===== src/rtl/datapath_o.sv =====
// Register-file datapath: decodes the 16-bit control word from the sort FSM,
// runs one ALU operation per cycle and returns registered compare flags.
module datapath_o #(
  parameter int unsigned WIDTH = 8
) (
  input  logic             clk,
  input  logic             rst,
  input  logic [15:0]      i_signal,
  input  logic             load_en,
  input  logic [3:0]       load_addr,
  input  logic [WIDTH-1:0] load_data,
  input  logic [3:0]       rd_addr,
  output logic [WIDTH-1:0] rd_data,
  output logic [WIDTH-1:0] alu_out,
  output logic             mayor,
  output logic             zero,
  output logic             neg
);

  localparam int unsigned OP_W   = 3;
  localparam int unsigned SEL_W  = 4;
  localparam int unsigned NREGS  = 16;

  typedef enum logic [OP_W-1:0] {
    OP_IDLE = 3'b000,
    OP_ADD  = 3'b001,
    OP_SUB  = 3'b010,
    OP_RSUB = 3'b011,
    OP_PASA = 3'b100,
    OP_PASB = 3'b101,
    OP_AND  = 3'b110,
    OP_OR   = 3'b111
  } op_t;

  typedef struct packed {
    op_t              cnt_alu;
    logic [SEL_W-1:0] slc_mux_a;
    logic [SEL_W-1:0] slc_mux_b;
    logic [SEL_W-1:0] slc_reg;
    logic             w;
  } ctrl_t;

  ctrl_t            ctrl;
  logic [WIDTH-1:0] regs [NREGS];
  logic [WIDTH-1:0] op_a;
  logic [WIDTH-1:0] op_b;
  logic [WIDTH-1:0] res;

  assign ctrl = ctrl_t'(i_signal);
  assign op_a = regs[ctrl.slc_mux_a];
  assign op_b = regs[ctrl.slc_mux_b];

  // ALU: result selected by the opcode field, wraps modulo 2^WIDTH
  always_comb begin
    res = '0;
    unique case (ctrl.cnt_alu)
      OP_IDLE: res = '0;
      OP_ADD:  res = op_a + op_b;
      OP_SUB:  res = op_a - op_b;
      OP_RSUB: res = op_b - op_a;
      OP_PASA: res = op_a;
      OP_PASB: res = op_b;
      OP_AND:  res = op_a & op_b;
      OP_OR:   res = op_a | op_b;
      default: res = '0;
    endcase
  end

  // Register file: datapath write-back has priority over the host load port
  always_ff @(posedge clk) begin
    if (rst) begin
      for (int i = 0; i < NREGS; i++) regs[i] <= '0;
    end else if (ctrl.w) begin
      regs[ctrl.slc_reg] <= res;
    end else if (load_en) begin
      regs[load_addr] <= load_data;
    end
  end

  // Registered ALU result and host read port (no bypass from a same-cycle write)
  always_ff @(posedge clk) begin
    if (rst) begin
      alu_out <= '0;
      rd_data <= '0;
    end else begin
      alu_out <= res;
      rd_data <= regs[rd_addr];
    end
  end

  // Signed compare flags, updated only on a compare word and held otherwise
  always_ff @(posedge clk) begin
    if (rst) begin
      mayor <= 1'b0;
      zero  <= 1'b0;
      neg   <= 1'b0;
    end else if (ctrl.cnt_alu == OP_SUB) begin
      mayor <= $signed(op_a) >  $signed(op_b);
      zero  <= op_a == op_b;
      neg   <= $signed(op_a) <  $signed(op_b);
    end
  end

endmodule


===== config.mk =====
export PLATFORM = sky130hd
export DESIGN_NAME = datapath_o
export DESIGN_NICKNAME = d
export VERILOG_FILES = /design/src/rtl/datapath_o.sv
export SDC_FILE = /design/constraint.sdc
export NUM_CORES = 1
export LEC_CHECK = 0
export CORE_MARGIN = 1.5
export CORE_UTILIZATION = 45
export CTS_BUF_LIST = sky130_fd_sc_hd__clkbuf_16
export DETAILED_ROUTE_END_ITERATION = 12
export SYNTH_ARGS = -nofsm -noshare
export SYNTH_HDL_FRONTEND = slang
export SYNTH_SLANG_ARGS = --single-unit
export TNS_END_PERCENT = 10

===== constraint.sdc =====
create_clock -name clk -period 12.1 [get_ports clk]
set_input_delay 2.42 -clock clk [delete_from_list [all_inputs] [get_ports clk]]
set_output_delay 2.42 -clock clk [all_outputs]
set_load 0.01 [all_outputs]

==> run summary <==
TIMING
------------------------------------------------------------------------------------------
Min Tclk post-route                                                               6.967 ns
Final Max Tran Viols                                                                     0
Count of endpoints failing hold in the final timing report                               0
Least-Margin Pin Slew                                                             1.024 ns
Fin crit share                                                                      57.58%
Post-route worst hold slack                                                      0.5023 ns
Total Neg Setup Slack                                                                 0 ns
Fmax achieved                                                                    143.5 MHz
Clk_skew                                                                        0.01148 ns
Max-slew headroom at the worst pin                                                  31.76%
RSZ-0062 raised after global routing                                                    no
Setup-violating endpoint count in the final report                                       0

POWER AND IR DROP
------------------------------------------------------------------------------------------
Leakage power summed over all cells                                               3.939 nW
Highest ir drop seen on vdd                                                     0.09446 mV
Power per cell area                                                           139.2 nW/um^2

DETAILED ROUTING
------------------------------------------------------------------------------------------
Remaining number of nets flagged by the antenna check after routing                      0
Final wirelength                                                              28730 microns
Post-DR wirelength/cell                                                       27.33 microns
Routed via count                                                                      6854
Detailed router's first-iteration violation count                                      826
Drt drc                                                                                  0
Average vias per placed instance                                                     6.521
TritonRoute pass-1 iters                                                                 5

SYNTH
------------------------------------------------------------------------------------------
Synthesis Warnings                                                                       0
Post-synthesis register bit count                                                      147
Part of the Yosys area used for sequential elements                                 43.37%
Most numerous cell types in the synthesized netlist                           nor2_1 (152), edfxtp_1 (128), mux4_2 (99)
Synthesized instance count                                                             730
Mapped Area                                                                     9741 sq um
Main area contributors after synthesis                                        edfxtp_1 (39%), mux4_2 (23%), nor2_1 (5.9%)
Share of async-settable or async-resettable flops after synthesis                       0%
Cell type contributing the most total cell area after synthesis                   edfxtp_1
Most frequent cell after synthesis                                                  nor2_1
Share of Yosys cell area claimed by the top area cell type                          39.46%
Average cell area after synthesis                                              13.34 sq um
Count of unique library cells instantiated by Yosys                                     61
Synth Flop Type                                                                   edfxtp_1
Net count after synthesis                                                              799
Number of synthesized flops with an enable pin                                         128

GLOBAL ROUTE
------------------------------------------------------------------------------------------
Sum of overflow across all layers after global routing                                   0
Number of global-route vias before repair                                             6680
Overall routing resource usage                                                      26.86%
Initial antenna violation count                                                          0
Wire length of the first global-routing pass                                  43040 microns
Maximum number of pins on one net before global-route repair                            42

PLACE
------------------------------------------------------------------------------------------
Number of instances in the placed design                                              1019
DP Wirelength                                                                 20240 microns
Global placement routability congestion                                             0.8927
Placed Instance Area                                                           10350 sq um
IO Port Bufs                                                                            53

SETUP PATH
------------------------------------------------------------------------------------------
Cell chain of the critical path                                               clkdlybuf4s50_1 > buf_4 > mux4_1 > mux4_2 > inv_1 > ha_1 > o21bai_1 > a21oi_1 > o21bai_1 > a2111oi_0 > nor3_1 > and3b_1 > a21oi_1 > a31oi_4 > nor2_1
Type of destination of the critical path                                              flop
Startpoint-to-endpoint class of the critical path                             input port to flop
Number of cells traversed by the worst register-to-register path                        13
Critical path required time                                                       12.25 ns
Critical R2R Capture                                                            regs[5][7]
Dominant delay contributor by cell family on the critical path                compound AO/OA/AOI/OAI gates
Master of the slowest instance on the critical path                              a2111oi_0
Worst Setup Start Kind                                                          input port
Reg-to-reg setup timing slack                                                      7.49 ns
Crit path buf inv count                                                                  3
Worst endpoint data arrival time                                                   7.12 ns
Delay contributed by the slowest stage of the critical path                        0.71 ns
Worst flop-to-flop path startpoint                                             regs[10][1]
Maximum fanout along the worst path                                                     32

DIE
------------------------------------------------------------------------------------------
DIE WIDTH                                                                     150.1 microns
Vert. Die Dim                                                                 150.1 microns
Placement Rows                                                                          53
Core footprint                                                                 21150 sq um
I/O pins                                                                                54
Initial core utilization                                                            46.05%
Full die area                                                                  22540 sq um

CTS
------------------------------------------------------------------------------------------
Root buf cell                                                                    clkbuf_16
Resize count post-CTS                                                                    0
Number of CTS-inserted buffers                                                          17
Postcts setup bufs                                                                       0
Number of hold-repair buffers added at the cts stage                                     0
Clock edge transition at the registers on the reported setup and hold paths        0.06 ns
Max H-tree Level                                                                         4
Clock sink count                                                                       147
Maximum buffer depth of the clock tree                                                   2
Insertion delay to the later sink of the worst-skew pair                           0.43 ns
TritonCTS clock tree                                                                  done

LAYOUT
------------------------------------------------------------------------------------------
Post-Layout Inst Area                                                          10920 sq um
Antenna Cells                                                                            0
Fraction of final layout cells with drive strength greater than 1                   20.88%
Non-filler cells in the finished layout                                               1051
Net count, final                                                                       832
Synth-to-layout area growth                                                         12.09%

WORST HOLD PATH
------------------------------------------------------------------------------------------
Hold/Removal Path Class                                                       flop to flop
Sink of the worst hold path                                                           zero
Cell depth of the worst min-delay path                                                   2
Hold path startpoint                                                                  zero

OUTCOME
------------------------------------------------------------------------------------------
Outcome                                                                       finished, final reports clean

RUN
------------------------------------------------------------------------------------------
Number of max-cap violations                                                             0

==> worst register-to-register path, cell delays in order, from the launching register on <==
cell and delay [ns]:
edfxtp_1 0.43, mux4_1 0.54, mux4_2 0.60, inv_1 0.17, ha_1 0.24, o21bai_1 0.10
a21oi_1 0.30, o21bai_1 0.15, a2111oi_0 0.71, nor3_1 0.14, and3b_1 0.26, a21oi_1 0.10
a31oi_4 0.50, nor2_1 0.11
==> state kept, by name, summed over array words and instances, names as in the netlist <==
name / flops
alu_out: 8
mayor: 1
neg: 1
rd_data: 8
regs: 128
zero: 1
==> how the worst max path moves through the flow <==
stage / startpoint / to / slack [ns] / depth (start not counted)
finish: i_signal[6] / regs[5][7] / 5.13 / 15
global route: i_signal[9] / regs[14][7] / 4.96 / 19
CTS: i_signal[10] / regs[5][7] / 5.15 / 19
detailed placement: i_signal[10] / regs[0][7] / 4.76 / 19
global placement: i_signal[10] / regs[7][7] / 4.82 / 19
floorplan: i_signal[9] / regs[14][7] / 5.64 / 19
==> logic make-up (layout without fill, tap and decap cells) <==
logic type               count (synthesis)  count (layout)  synth area share (%)
multiplexers                           124             124                 28.77
AO/OA/AOI/OAI                           74              74                 5.767
XOR/XNOR                                16              16                 1.516
flip-flops                             147             147                 43.37
adder cells (fa/ha/maj)                 34              34                 4.521
AND/OR/NAND/NOR                        255             255                 11.50
buffers and inverters                   80             126                 4.560
==> routing by layer <==
layer / track usage (%) / up-vias / share of wire [%]
li1: - / 2871 / -
met1: 36.99 / 3484 / 39
met2: 42.64 / 455 / 49
met3: 5.818 / 44 / 9.5
met4: 8.775 / 0 / 2.7
met5: 0 / - / 0
==> where the power goes <==
part / internal, mW / switching [mW] / total (mW)
logic: 0.168 / 0.233 / 0.401
registers: 0.579 / 0.0180 / 0.597
clock network: 0.289 / 0.233 / 0.522
==> cell usage in the layout, fill, tap and decap left out, drive strengths merged, types with 6 or more instances in the layout <==
master / n
a21oi: 23
a22oi: 11
buf: 13
clkbuf: 17
clkdlybuf4s50: 50
dfxtp: 19
edfxtp: 128
ha: 32
inv: 39
mux2i: 6
mux4: 117
nand2: 38
nand2b: 20
nor2: 152
nor2b: 15
nor3: 9
o21ai: 9
xnor2: 13
==> per-stage QoR <==
stage	total power, mW	worst slack, ns	utilization [%]
after global placement	0.9970	4.819	48.91
after floorplan	0.8843	5.637	-
after CTS	1.522	5.153	51.61
after global routing	1.572	4.964	51.61
final	1.520	5.133	51.61
after detailed placement	1.003	4.761	48.91
==> final cells by class <==
class | count | area (sq um)
clock buffer | 17 | 425.4
inverter | 31 | 116.4
clock inverter | 15 | 145.1
tap | 275 | 344.1
fill | 1778 | 10240
timing repair buffer | 63 | 590.6
sequential | 147 | 4224
multi-input combinational | 503 | 5072
Power figures use the tool's default switching activity.
